--- config.mk ---
export PLATFORM = sky130hd
export DESIGN_NAME = title_logo_compositor
export DESIGN_NICKNAME = d
export VERILOG_FILES = /design/src/rtl/title_logo_compositor.sv
export SDC_FILE = /design/constraint.sdc
export NUM_CORES = 1
export LEC_CHECK = 0
export ABC_CLOCK_PERIOD_IN_PS = 5600
export BUFFER_PORTS_ARGS = -buffer_cell sky130_fd_sc_hd__buf_2
export CORE_ASPECT_RATIO = 0.8
export CORE_MARGIN = 1
export CORE_UTILIZATION = 39
export CTS_CLUSTER_SIZE = 40
export DETAILED_ROUTE_END_ITERATION = 7
export SLEW_MARGIN = 20
export SYNTH_ARGS = -nofsm -noshare
export SYNTH_HDL_FRONTEND = slang
export SYNTH_SLANG_ARGS = --single-unit
--- constraint.sdc ---
create_clock -name clk -period 5.6 [get_ports clk]
set_input_delay 0.56 -clock clk [delete_from_list [all_inputs] [get_ports clk]]
set_output_delay 0.56 -clock clk [all_outputs]
set_load 0.02 [all_outputs]
--- src/rtl/title_logo_compositor.sv ---
// title_logo_compositor
// Final pixel stage for the logo display. Merges the sprite, logo and
// background layers into the VGA colour. It also delays the sync signals so
// they line up with the synchronous-ROM pixel data, and runs the title-screen
// sequencer (fade-in, hold, blink, play). The sequencer gates the logo layer
// and flags game start.
//
// Ports
//   clk, reset            system clock, asynchronous active-high reset
//   video_on/hsync/vsync  raw timing from vga_sync, aligned with x/y
//   logo_rgb/logo_on      logo ROM colour/opacity, ROM_LAT clocks late
//   sprite_rgb/sprite_on  sprite layer colour/opacity, ROM_LAT clocks late
//   bg_rgb                background colour, ROM_LAT clocks late
//   start                 debounced start button (level)
//   game_over             one-clock pulse from game logic
//   rgb_out               registered final pixel colour
//   hsync_out/vsync_out   syncs delayed ROM_LAT+1 clocks
//   game_active           high in PLAY
//
// state | meaning
// FADE  | logo level ramps 0..16, one step every FADE_STEP_FRAMES frames
// HOLD  | logo at full level for HOLD_FRAMES frames
// BLINK | logo alternates on/off every BLINK_HALF frames
// PLAY  | game running, logo hidden
module title_logo_compositor #(
    parameter int ROM_LAT          = 1,
    parameter int FADE_STEP_FRAMES = 4,
    parameter int HOLD_FRAMES      = 120,
    parameter int BLINK_HALF       = 30
) (
    input  logic        clk,
    input  logic        reset,
    input  logic        video_on,
    input  logic        hsync,
    input  logic        vsync,
    input  logic [11:0] logo_rgb,
    input  logic        logo_on,
    input  logic [11:0] sprite_rgb,
    input  logic        sprite_on,
    input  logic [11:0] bg_rgb,
    input  logic        start,
    input  logic        game_over,
    output logic [11:0] rgb_out,
    output logic        hsync_out,
    output logic        vsync_out,
    output logic        game_active
);

    localparam int MAX_A      = (HOLD_FRAMES > BLINK_HALF) ? HOLD_FRAMES : BLINK_HALF;
    localparam int MAX_FRAMES = (MAX_A > FADE_STEP_FRAMES) ? MAX_A : FADE_STEP_FRAMES;
    localparam int CNT_W      = $clog2(MAX_FRAMES) + 1;

    localparam logic [CNT_W-1:0] FADE_TC  = CNT_W'(FADE_STEP_FRAMES - 1);
    localparam logic [CNT_W-1:0] HOLD_TC  = CNT_W'(HOLD_FRAMES - 1);
    localparam logic [CNT_W-1:0] BLINK_TC = CNT_W'(BLINK_HALF - 1);

    typedef enum logic [1:0] {FADE, HOLD, BLINK, PLAY} state_t;

    state_t            state, state_n;
    logic [4:0]        level, level_n;
    logic [CNT_W-1:0]  frame_cnt, frame_cnt_n;
    logic              phase, phase_n;

    logic [ROM_LAT-1:0] von_pipe, hs_pipe, vs_pipe;
    logic               vsync_prev, start_prev;
    logic               tick, press, logo_vis;
    logic [11:0]        logo_scaled;

    // Sync pipes and edge-detect history.
    // vsync_prev resets to 1 so a vsync that is already high at reset release
    // cannot produce a tick; the first tick needs a full 0->1 edge.
    always_ff @(posedge clk or posedge reset) begin
        if (reset) begin
            von_pipe   <= '0;
            hs_pipe    <= '0;
            vs_pipe    <= '0;
            vsync_prev <= 1'b1;
            start_prev <= 1'b0;
        end else begin
            von_pipe[0] <= video_on;
            hs_pipe[0]  <= hsync;
            vs_pipe[0]  <= vsync;
            for (int i = 1; i < ROM_LAT; i++) begin
                von_pipe[i] <= von_pipe[i-1];
                hs_pipe[i]  <= hs_pipe[i-1];
                vs_pipe[i]  <= vs_pipe[i-1];
            end
            vsync_prev <= vsync;
            start_prev <= start;
        end
    end

    assign tick  = vsync & ~vsync_prev;
    // start_prev tracks start in every state, so a level held across entry
    // into HOLD has no edge left to count.
    assign press = start & ~start_prev;

    always_ff @(posedge clk or posedge reset) begin
        if (reset) begin
            state     <= FADE;
            level     <= '0;
            frame_cnt <= '0;
            phase     <= 1'b0;
        end else begin
            state     <= state_n;
            level     <= level_n;
            frame_cnt <= frame_cnt_n;
            phase     <= phase_n;
        end
    end

    always_comb begin
        state_n     = state;
        level_n     = level;
        frame_cnt_n = frame_cnt;
        phase_n     = phase;
        case (state)
            FADE: begin
                if (tick) begin
                    if (frame_cnt == FADE_TC) begin
                        frame_cnt_n = '0;
                        level_n     = level + 5'd1;
                        if (level == 5'd15) state_n = HOLD;
                    end else begin
                        frame_cnt_n = frame_cnt + CNT_W'(1);
                    end
                end
            end
            HOLD: begin
                if (press) begin
                    state_n     = PLAY;
                    frame_cnt_n = '0;
                end else if (tick) begin
                    if (frame_cnt == HOLD_TC) begin
                        state_n     = BLINK;
                        phase_n     = 1'b1;
                        frame_cnt_n = '0;
                    end else begin
                        frame_cnt_n = frame_cnt + CNT_W'(1);
                    end
                end
            end
            BLINK: begin
                if (press) begin
                    state_n     = PLAY;
                    phase_n     = 1'b0;
                    frame_cnt_n = '0;
                end else if (tick) begin
                    if (frame_cnt == BLINK_TC) begin
                        phase_n     = ~phase;
                        frame_cnt_n = '0;
                    end else begin
                        frame_cnt_n = frame_cnt + CNT_W'(1);
                    end
                end
            end
            PLAY: begin
                if (game_over) begin
                    state_n     = FADE;
                    level_n     = '0;
                    frame_cnt_n = '0;
                    phase_n     = 1'b0;
                end
            end
            default: state_n = FADE;
        endcase
    end

    // (c * level) >> 4 with level 0..16; the 9-bit product never exceeds 240.
    function automatic logic [3:0] scale(input logic [3:0] c, input logic [4:0] lv);
        logic [8:0] p;
        p = {5'd0, c} * {4'd0, lv};
        return 4'(p >> 4);
    endfunction

    assign logo_scaled = {scale(logo_rgb[11:8], level),
                          scale(logo_rgb[7:4],  level),
                          scale(logo_rgb[3:0],  level)};

    assign logo_vis    = (state == FADE) || (state == HOLD) || ((state == BLINK) && phase);
    assign game_active = (state == PLAY);

    always_ff @(posedge clk or posedge reset) begin
        if (reset) begin
            rgb_out   <= '0;
            hsync_out <= 1'b0;
            vsync_out <= 1'b0;
        end else begin
            hsync_out <= hs_pipe[ROM_LAT-1];
            vsync_out <= vs_pipe[ROM_LAT-1];
            if (!von_pipe[ROM_LAT-1])     rgb_out <= '0;
            else if (sprite_on)           rgb_out <= sprite_rgb;
            else if (logo_on && logo_vis) rgb_out <= logo_scaled;
            else                          rgb_out <= bg_rgb;
        end
    end

endmodule
==> flow_summary_export.csv, run 1 <==
group,metric,value,unit
timing,maxClockFrequency,298,MHz
grt,groute.usage.overall,18.3,%
clock_tree,postCtsResizedCells,0,
critical_path,max_stage_delay,0.57,ns
critical_path,cp_data_arrival_time,3.52,ns
critical_path,cp.required,5.77,ns
grt,grt_pass1_vias,2651,
power,vdd_ir_drop_max,0.145,mV
yosys,synthFlopType,"dfrtp_1",
clock_tree,clock_tree.htree_level_count,2,
detailed_routing,drt_wl_total,7.71,mm
critical_path,endpoint_kind,"flop",
yosys,syn_nets,464,
detailed_routing,routed_via_count_divided_by_cell_count,5.31,
yosys,flop_and_latch_count_out_of_synthesis,35,
timing,final-max-slew-violation-count,0,
yosys,ys.warnings.count,0,
yosys,post_synth_inst_count,369,
timing,timing.setup.tns,0,ns
detailed_routing,drt-pass1-iter-count,4,
layout,layout_commonest_cell,"buf_2",
floorplan,fp.dieW,105,µm
floorplan,initial_utilization,41.0,%
yosys,yosys.area.top_type_share,25.6,%
grt,antenna_found_initial,0,
layout,areaGrowthSynthToFinish,14.4,%
yosys,synth.distinct_cells,62,
power,powerDensity,252,nW/µm²
detailed_routing,first_iter_violations,158,
placement,half_perimeter_wire_length_after_placement,6.09,mm
clock_tree,clk-insertion-delay-late,0.29,ns
yosys,syn_area,3320,µm²
critical_path,cell_chain_of_the_critical_path,"and2_1 > fa_1 > inv_1 > fa_1 > inv_1 > ha_1 > nand4_1 > o2111ai_1 > a21oi_1 > xnor2_1 > o22ai_1",
outcome,status,"complete, no violations",
clock_tree,cts_max_path_buffers,2,
placement,finalWeightedCongestion,0.826,
yosys,post-synth-top-area-cell,"dfrtp_1",
grt,grt.overflow.total,0,
timing,fin_worst_skew,0.00459,ns
yosys,ys_async_sr_fraction,100,%
layout,finalNetCount,519,
layout,count_of_inserted_antenna_diode_cells,0,
timing,period_needed,3.36,ns
floorplan,core_area,8090,µm²
yosys,synth.yosys.seq_area_share,26.4,%
power,total_leakage_power,1.93,nW
clock_tree,tritoncts_clock_tree,"built",
worst_hold_path,worst_hold_path_type,"reg -> reg",
detailed_routing,wire_per_inst,14.5,µm
detailed_routing,routed-via-count,2829,
grt,grt_start_max_net_pins,36,
layout,layout.filler_cells,804,
floorplan,chipHeight,84.5,µm
placement,buffer_ports.inserted,59,
timing,relSlewSlack,61.7,%
timing,hold-worst-slack,0.353,ns
critical_path,worstPathMaxFanout,15,
critical_path,critPathLaunchType,"flop",
yosys,post_synth.cell_area_avg,9.00,µm²
critical_path,cpMaxStageDelayCell,"dfrtp_1",
timing,timing.final.hold_violations,0,
floorplan,fp.dieArea,8890,µm²
yosys,synth_enable_flop_cells,0,
floorplan,core.rowCount,29,
timing,grt_setup_unrepaired,"no",
detailed_routing,remaining_drc_errors,0,
timing,tightestPinTransition,0.574,ns
clock_tree,clock_pin_transition_on_the_worst_setup_and_hold_timing_paths,0.08,ns
clock_tree,sinks_on_the_clock_net,35,
clock_tree,ctsHoldBuffers,0,
timing,setup_viols_final,0,
detailed_routing,final_antenna_net_count,0,
critical_path,worst-setup-path-type,"reg -> reg",
clock_tree,cts-buffers-inserted,5,
grt,global_route_wire_length_before_repair,12.9,mm
floorplan,ios,60,
layout,commonest_cells_after_routing_fill_and_taps_aside,"buf_2, and2_1, nand2_1, ha_1, dfrtp_1",
timing,post-route-period-util,59.9,%
layout,post_route_cells_drive_above_1_share,20.0,%
run,max_cap_violations,0,
clock_tree,post_cts_buffers,0,
yosys,synth.area.top_cells,"dfrtp_1, ha_1, fa_1",
clock_tree,clock-root-buffer,"clkbuf_8",
## critical path: cells and delay by family (launching register included)
| family | cells | cell delay [ns] |
|---|---|---|
| flip-flops | 1 | 0.57 |
| AND/OR/NAND/NOR | 2 | 0.39 |
| AO/OA/AOI/OAI | 3 | 0.56 |
| buffers and inverters | 2 | 0.09 |
| XOR/XNOR | 1 | 0.20 |
| adder cells (fa/ha/maj) | 3 | 1.41 |
## synth_stat cells, drive strengths merged, types with 2 or more instances
cell type and n:
nor3 5, xnor2 11, and2 41, nand2b 2
ha 35, inv 28, nand3 8, mux2 4
a31oi 5, nand2 37, o211ai 3, a21oi 16
a21o 2, buf 3, clkbuf 9, nand4 5
a21boi 3, a211o 3, mux2i 3, dfrtp 34
o41ai 2, o211a 3, o21ai 26, a31o 2
fa 15, or3 3, a222oi 2, o21a 4
nor2 19, a22o 6, nor2b 4, o2111ai 2
and4 2, and3 5, nand3b 2
## routing by layer
metal | part of all wire [%] | global-route usage (%)
met5 | 0 | 0
met1 | 49 | 26.0
met3 | 4.2 | 3.34
met4 | 0.91 | 4.35
met2 | 46 | 28.8
## final cells by class
type                       instances  area, µm²  area share (%)
clock inverter                     3       25.0           0.659
tap                              108        135            3.56
timing repair buffer              60        303            7.97
inverter                          28        105            2.77
multi-input combinational        294       2280            60.1
sequential                        35        877            23.1
clock buffer                       5       68.8            1.81
## through the flow
step / setup slack (ns) / total power, mW / cells / cell area (µm²) / utilization, %
6_report: 2.24 / 0.958 / 533 / 3800 / 46.9
5_1_grt: 2.03 / 1.03 / 533 / 3800 / 46.9
4_1_cts: 2.26 / 0.964 / 533 / 3800 / 46.9
3_5_place_dp: 2.25 / 0.768 / 525 / 3700 / 45.8
3_3_place_gp: 2.35 / 0.760 / 525 / 3700 / 45.8
2_1_floorplan: 2.46 / 0.657 / 369 / 3320 / -
## cell families (layout without fill, tap and decap cells)
logic type      Yosys count  in the layout  synth area share [%]
simple gates            138            138                  22.9
compound gates           87             87                  18.2
fa+ha+maj                50             50                  22.2
buf+inv                  40             96                  4.78
flops                    35             35                  26.4
xor+xnor                 12             12                  3.17
mux                       7              7                  2.26
## final timing paths
kind,slack (ns),end,depth (start not counted),start
hold reg to reg,0.35,vsync_out,0,vs_pipe
max in group asynchronous,4.90,vsync_prev,3,reset
setup / recovery,2.24,rgb_out[11],11,level[1]
setup reg to reg,2.24,rgb_out[11],11,level[1]
min in group asynchronous,0.36,von_pipe,3,reset
hold / removal,0.35,vsync_out,0,vs_pipe
## flip-flops by register name, indices dropped and copies added, names as in the netlist, 2 cells and up
| signal | cells |
|---|---|
| rgb_out | 12 |
| frame_cnt | 8 |
| state | 2 |
| level | 5 |
## power breakdown
| part | total, mW | switching [mW] | internal (mW) | leakage, nW |
|---|---|---|---|---|
| clock | 0.193 | 0.104 | 0.0889 | 0.0443 |
| sequential | 0.317 | 0.0290 | 0.288 | 0.451 |
| combinational | 0.449 | 0.270 | 0.178 | 1.43 |
No activity file was read; power rests on OpenSTA's default activity.
==> run 2: changes to the inputs <==
--- a/config.mk
+++ b/config.mk
@@ -5,7 +5,8 @@
 export SDC_FILE = /design/constraint.sdc
 export NUM_CORES = 1
 export LEC_CHECK = 0
-export ABC_CLOCK_PERIOD_IN_PS = 5600
+export ABC_AREA = 1
+export ABC_CLOCK_PERIOD_IN_PS = 3200
 export BUFFER_PORTS_ARGS = -buffer_cell sky130_fd_sc_hd__buf_2
 export CORE_ASPECT_RATIO = 0.8
 export CORE_MARGIN = 1
==> constraint.sdc (replaced) <==
create_clock -name clk -period 3.2 [get_ports clk]
set_input_delay 0.32 -clock clk [delete_from_list [all_inputs] [get_ports clk]]
set_output_delay 0.32 -clock clk [all_outputs]
set_load 0.02 [all_outputs]
==> run 2 against run 1 <==
  * Flip-flop and latch count unchanged
  * Non-clock buffer count grew 4
  * Sequential power is 81% higher
  * Critical path depth is 2 higher
  * Critical path type unchanged
  * Via count up 16%
  * Final cell count increased by 26%
  * Hold slack lost 0.21 ns
  * Combinational power increased by 78%
  * Area after synthesis is 6.0% higher
  * Synthesized cell count up 35%
  * First-iteration DRC count down 12%
  * Critical endpoint unchanged
  * Design area is 7.7% higher
==> flow_summary_export.csv, run 2 <==
group,metric,value,unit
timing,timing.setup.tns,0,ns
timing,post-route-period-util,91.0,%
critical_path,worst-setup-path-type,"reg -> reg",
clock_tree,cts-buffers-inserted,5,
detailed_routing,drt_wl_total,8.70,mm
clock_tree,clock_pin_transition_on_the_worst_setup_and_hold_timing_paths,0.06,ns
detailed_routing,drt-pass1-iter-count,4,
layout,final-instance-count-excl-fill,671,
yosys,yosys.area.top_type_share,24.2,%
yosys,synth.area.top_cells,"dfrtp_1, nand2_1, ha_1",
detailed_routing,routed-via-count,3269,
detailed_routing,routed_via_count_divided_by_cell_count,4.87,
power,internal_power,1.11,mW
yosys,ys_async_sr_fraction,100,%
detailed_routing,remaining_drc_errors,0,
yosys,post-synth-top-area-cell,"dfrtp_1",
grt,global_route_wire_length_before_repair,15.2,mm
power,power,1.90,mW
timing,final-max-slew-violation-count,0,
critical_path,reg2reg_setup_slack,0.29,ns
clock_tree,clock_tree.htree_level_count,2,
critical_path,cp.required,3.40,ns
grt,grt.overflow.total,0,
critical_path,cpMaxStageDelayCell,"fa_1",
critical_path,cp_data_arrival_time,3.11,ns
layout,count_of_inserted_antenna_diode_cells,0,
floorplan,core.rowCount,30,
detailed_routing,final_antenna_net_count,0,
floorplan,chipHeight,87.0,µm
critical_path,critPathTopFamily,"adder cells",
detailed_routing,wire_per_inst,13.0,µm
floorplan,initial_utilization,40.8,%
worst_hold_path,worst_hold_path_type,"in -> async",
yosys,post-synth-top-count-cell,"nand2_1",
grt,antenna_found_initial,0,
clock_tree,sinks_on_the_clock_net,35,
power,clock_network_fraction_of_total_power,27.7,%
timing,relSlewSlack,65.5,%
power,portion_of_total_power_attributed_to_sequential_cells,30.3,%
layout,areaGrowthSynthToFinish,16.3,%
floorplan,fp.dieArea,9410,µm²
layout,commonest_cells_after_routing_fill_and_taps_aside,"nand2_1, inv_1, buf_2, a21oi_1, nand3_1",
timing,setup_viols_final,0,
yosys,synth.distinct_cells,38,
yosys,synthFlopType,"dfrtp_1",
layout,post_route_cells_drive_above_1_share,19.3,%
layout,max_flop_register,"rgb_out",
placement,half_perimeter_wire_length_after_placement,6.95,mm
floorplan,core_area,8630,µm²
critical_path,cell_chain_of_the_critical_path,"nand2_1 > inv_1 > fa_1 > inv_1 > fa_1 > inv_1 > ha_1 > a21oi_1 > o21a_1 > nand2_1 > nand2_1 > nand3_1 > a21oi_1",
floorplan,fp.dieW,108,µm
layout,reg_top3,"rgb_out: 12 flops, frame_cnt: 8 flops, level: 5 flops",
yosys,synth_common_cells,"nand2_1, inv_1, a21oi_1",
timing,fin_worst_skew,0.00546,ns
power,total_leakage_power,2.51,nW
placement,buffer_ports.inserted,59,
power,p_sw_share,41.8,%
timing,timing.final.hold_violations,0,
yosys,syn_nets,593,
power,powerDensity,464,nW/µm²
critical_path,critPathBufInv,3,
clock_tree,clk-insertion-delay-late,0.28,ns
yosys,synth.yosys.seq_area_share,24.9,%
critical_path,worstPathMaxFanout,10,
grt,grt_start_max_net_pins,36,
layout,largest_reg_flops,12,
critical_path,max_stage_delay,0.53,ns
placement,numPlacedInstances,663,
clock_tree,clock-root-buffer,"clkbuf_16",
critical_path,endpoint_kind,"flop",
yosys,ys.warnings.count,0,
timing,period_needed,2.91,ns
outcome,status,"complete, no violations",
clock_tree,tritoncts_clock_tree,"built",
power,power_frac_comb,42.0,%
yosys,post_synth_inst_count,498,
placement,finalWeightedCongestion,0.833,
yosys,post_synth.cell_area_avg,7.07,µm²
power,net-switching-power,0.793,mW
clock_tree,cts_max_path_buffers,2,
grt,grt_pass1_vias,3218,
detailed_routing,first_iter_violations,139,
timing,grt_setup_unrepaired,"no",
layout,layout_commonest_cell,"nand2_1",
floorplan,ios,60,
layout,finalNetCount,653,
power,vdd_ir_drop_max,0.245,mV
yosys,flop_and_latch_count_out_of_synthesis,35,
timing,maxClockFrequency,343,MHz
timing,tightestPinTransition,0.517,ns
run,max_cap_violations,0,
yosys,synth_enable_flop_cells,0,
grt,groute.usage.overall,20.5,%
clock_tree,post_cts_buffers,0,
critical_path,critPathLaunchType,"flop",
yosys,syn_area,3520,µm²
[run 2: changes by cell type after synthesis, moves of 4 or more]
cell and delta:
nand2_1 +102, inv_1 +63, and2_1 -41, nand3_1 +27, a21oi_1 +21, nor2_1 +9
xnor2_1 -8, a22o_1 -6, a31oi_1 -5, inv_2 +5, nand3_2 +5, and3_1 -4
nor2b_1 -4
[run 2: cell families (layout without fill, tap and decap cells)]
| group | count (synthesis) | count (layout) | synth area share [%] |
|---|---|---|---|
| and+or+nand+nor | 227 | 227 | 29.0 |
| buffers and inverters | 108 | 169 | 12.3 |
| AOI/OAI and AO/OA | 73 | 73 | 11.6 |
| adders and majority gates | 50 | 50 | 21.0 |
| DFF | 35 | 35 | 24.9 |
| xor gates and xnor gates | 5 | 5 | 1.24 |
[run 2: through the flow]
step | utilization, % | setup slack (ns) | hold WS (ns) | cell area [µm²]
after floorplan | - | 0.261 | 0.324 | 3520
after global placement | 45.5 | 0.304 | 0.332 | 3930
after detailed placement | 45.5 | 0.214 | 0.336 | 3930
after CTS | 47.3 | 0.191 | 0.147 | 4090
after global routing | 47.4 | 0.0559 | 0.144 | 4090
final | 47.4 | 0.287 | 0.139 | 4090
[run 2: power groups by stage]
| stage | Combinational [mW] | Sequential, mW | Clock, mW |
|---|---|---|---|
| after CTS | 0.797 | 0.574 | 0.531 |
| final | 0.798 | 0.575 | 0.526 |
| after global routing | 0.909 | 0.587 | 0.550 |
| after global placement | 0.789 | 0.580 | 0 |
| after detailed placement | 0.792 | 0.580 | 0 |
| after floorplan | 0.609 | 0.578 | 0 |
[run 2: worst paths after layout]
check / to / startpoint / cells past startpoint
setup / recovery: rgb_out[11] / level[1] / 13
min in group clk: von_pipe / video_on / 1
max in group asynchronous: vsync_prev / reset / 3
setup reg to reg: rgb_out[11] / level[1] / 13
hold reg to reg: vsync_out / vs_pipe / 0
hold / removal: hs_pipe / reset / 3
[run 2: tightest hold or removal path: cells and delay by family]
family	cells	cell delay (ns)
buffers and inverters	3	0.52
[run 2: timing repair]
item,in CTS,in global routing
resized for setup,0,4
hold buffers,0,0
setup endpoints to repair,0,2
[run 2: per-layer routing]
layer  share of wire [%]  track usage (%)
met1                  50             29.3
met2                  44             33.9
met3                 5.7             2.69
met4                0.49             2.62
met5                   0                0
[run 2: area by class of cell]
| class | instances | area (µm²) |
|---|---|---|
| Clock buffer | 7 | 153 |
| Fill cell | 903 | 4540 |
| Inverter | 97 | 365 |
| Tap cell | 112 | 140 |
| Timing Repair Buffer | 64 | 333 |
| Multi-Input combinational cell | 355 | 2210 |
| Clock inverter | 1 | 7.51 |
| Sequential cell | 35 | 881 |
==> run 3: changes to the inputs <==
--- a/config.mk
+++ b/config.mk
@@ -11,6 +11,7 @@
 export CORE_ASPECT_RATIO = 0.8
 export CORE_MARGIN = 1
 export CORE_UTILIZATION = 39
+export CTS_BUF_LIST = sky130_fd_sc_hd__clkbuf_4
 export CTS_CLUSTER_SIZE = 40
 export DETAILED_ROUTE_END_ITERATION = 7
 export SLEW_MARGIN = 20
==> run 3 against run 2 <==
  * Global-route usage about the same
  * Utilization down 0.84 points
  * Count of clock-buffer cells in the layout down 2
  * Via count up 0.52%
  * Critical path depth up 3
  * Sequential power about the same
  * Clock skew up 0.0034 ns
  * Flip-flop and latch count unchanged
  * Setup slack worse by 0.0070 ns
  * Hold slack worse by 0.093 ns
  * Die area unchanged
  * Fmax down 0.24%
  * Critical endpoint is now rgb_out[3]
  * Largest power group unchanged
==> flow_summary_export.csv, run 3 (synthesis results as in run 2) <==
group,metric,value,unit
timing,timing.setup.tns,0,ns
clock_tree,clock-root-buffer,"clkbuf_4",
detailed_routing,wire_per_inst,12.7,µm
timing,final-max-slew-violation-count,0,
clock_tree,sinks_on_the_clock_net,35,
detailed_routing,drt_wl_total,8.61,mm
critical_path,cp_data_arrival_time,3.21,ns
critical_path,rr_startpoint,"level[3]",
timing,setup_viols_final,0,
layout,post_route_cells_drive_above_1_share,19.5,%
placement,buffer_ports.inserted,59,
placement,half_perimeter_wire_length_after_placement,6.95,mm
floorplan,fp.dieW,108,µm
timing,grt_setup_unrepaired,"no",
detailed_routing,remaining_drc_errors,0,
floorplan,core.rowCount,30,
detailed_routing,final_antenna_net_count,0,
floorplan,chipHeight,87.0,µm
clock_tree,cts-buffers-inserted,5,
critical_path,critPathLaunchType,"flop",
critical_path,cell_chain_of_the_critical_path,"nand2_1 > inv_1 > fa_1 > inv_1 > fa_1 > inv_1 > ha_1 > nand2_1 > nand2_1 > inv_1 > nor2_1 > nor2_1 > nand2_1 > nand2_1 > nand3_1 > a21oi_1",
layout,max_flop_register,"rgb_out",
timing,fin_worst_skew,0.00883,ns
grt,grt_pass1_vias,3207,
clock_tree,clock_pin_transition_on_the_worst_setup_and_hold_timing_paths,0.12,ns
worst_hold_path,worst_hold_path_type,"in -> async",
power,power,1.62,mW
grt,grt.overflow.total,0,
timing,timing.final.hold_violations,0,
layout,count_of_inserted_antenna_diode_cells,0,
power,powerDensity,403,nW/µm²
detailed_routing,routed-via-count,3286,
floorplan,core_area,8630,µm²
critical_path,critPathBufInv,4,
power,p_sw_share,47.1,%
detailed_routing,routed_via_count_divided_by_cell_count,4.86,
grt,antenna_found_initial,0,
timing,hold-worst-slack,0.0463,ns
floorplan,initial_utilization,40.8,%
layout,largest_reg_flops,12,
power,net-switching-power,0.762,mW
power,vdd_ir_drop_max,0.243,mV
timing,post-route-period-util,91.2,%
clock_tree,clk-insertion-delay-late,0.36,ns
clock_tree,cts_max_path_buffers,2,
grt,grt_start_max_net_pins,36,
power,internal_power,0.856,mW
critical_path,reg2reg_setup_slack,0.28,ns
floorplan,fp.dieArea,9410,µm²
critical_path,worstPathMaxFanout,7,
critical_path,worst-setup-path-type,"reg -> reg",
clock_tree,tritoncts_clock_tree,"built",
critical_path,worst-r2r-cell-count,16,
critical_path,cpMaxStageDelayCell,"fa_1",
run,max_cap_violations,0,
critical_path,critPathMostFrequentCell,"nand2_1",
timing,period_needed,2.92,ns
power,clock_network_fraction_of_total_power,15.4,%
grt,global_route_wire_length_before_repair,15.1,mm
power,power_frac_comb,49.2,%
critical_path,endpoint_kind,"flop",
layout,layout_commonest_cell,"nand2_1",
timing,tightestPinTransition,0.495,ns
critical_path,r2r-end,"rgb_out[3]",
critical_path,critPathTopFamily,"adder cells",
critical_path,max_stage_delay,0.53,ns
power,total_leakage_power,2.49,nW
clock_tree,clock_tree.htree_level_count,2,
layout,commonest_cells_after_routing_fill_and_taps_aside,"nand2_1, inv_1, buf_2, a21oi_1",
grt,groute.usage.overall,20.5,%
layout,reg_top3,"rgb_out: 12 flops, frame_cnt: 8 flops, level: 5 flops",
detailed_routing,first_iter_violations,111,
layout,areaGrowthSynthToFinish,14.2,%
timing,maxClockFrequency,342,MHz
detailed_routing,drt-pass1-iter-count,4,
floorplan,ios,60,
layout,finalNetCount,658,
outcome,status,"complete, no violations",
timing,relSlewSlack,67.0,%
critical_path,cp.required,3.49,ns
placement,finalWeightedCongestion,0.833,
power,portion_of_total_power_attributed_to_sequential_cells,35.4,%
clock_tree,ctsHoldBuffers,0,
run 3: changes by cell type in the layout (fill, tap and decap cells not counted), sizes merged:
cell,delta
clkinv,+2
clkbuf,-2
buf,+5
run 3: final cells by class:
type	count	area, µm²
sequential	35	881
clock inverter	3	15.0
fill	918	4610
multi-input combinational	355	2210
timing repair buffer	69	370
inverter	97	365
tap	112	140
clock buffer	5	37.5
run 3: layer usage:
layer / track usage [%] / routed length, µm
met1: 28.7 / 4410
met2: 33.6 / 3700
met3: 3.52 / 471
met4: 2.99 / 38
met5: 0 / 0
run 3: timing repair:
item | CTS | global route
resized for setup | 0 | 3
setup endpoints to repair | 0 | 3
buffers inserted | 0 | 5
run 3: tightest hold or removal path: stages:
cell	delay [ns]
buf_2	0.09
inv_1	0.04
buf_4	0.40
run 3: worst max-delay path by stage:
stage                              to  slack (ns)  startpoint  cells after the start
after global routing       rgb_out[3]        0.03    level[3]                     16
after CTS                  rgb_out[3]        0.19    level[2]                     16
after detailed placement   rgb_out[3]        0.21    level[2]                     16
after floorplan            rgb_out[3]        0.26    level[2]                     18
final                      rgb_out[3]        0.28    level[3]                     16
after global placement    rgb_out[11]        0.30    level[2]                     13
run 3: power groups by stage:
stage	Sequential, mW	Combinational, mW	Clock (mW)
2_1_floorplan	0.578	0.609	0
3_3_place_gp	0.580	0.789	0
3_5_place_dp	0.580	0.792	0
4_1_cts	0.572	0.795	0.260
5_1_grt	0.585	0.912	0.278
6_report	0.572	0.796	0.250
run 3: through the flow:
step | util, % | std cells | setup slack (ns) | cell area [µm²]
after floorplan | - | 498 | 0.261 | 3520
after global placement | 45.5 | 663 | 0.304 | 3930
after detailed placement | 45.5 | 663 | 0.214 | 3930
after CTS | 46.1 | 671 | 0.188 | 3980
after global routing | 46.6 | 676 | 0.0274 | 4020
final | 46.6 | 676 | 0.280 | 4020
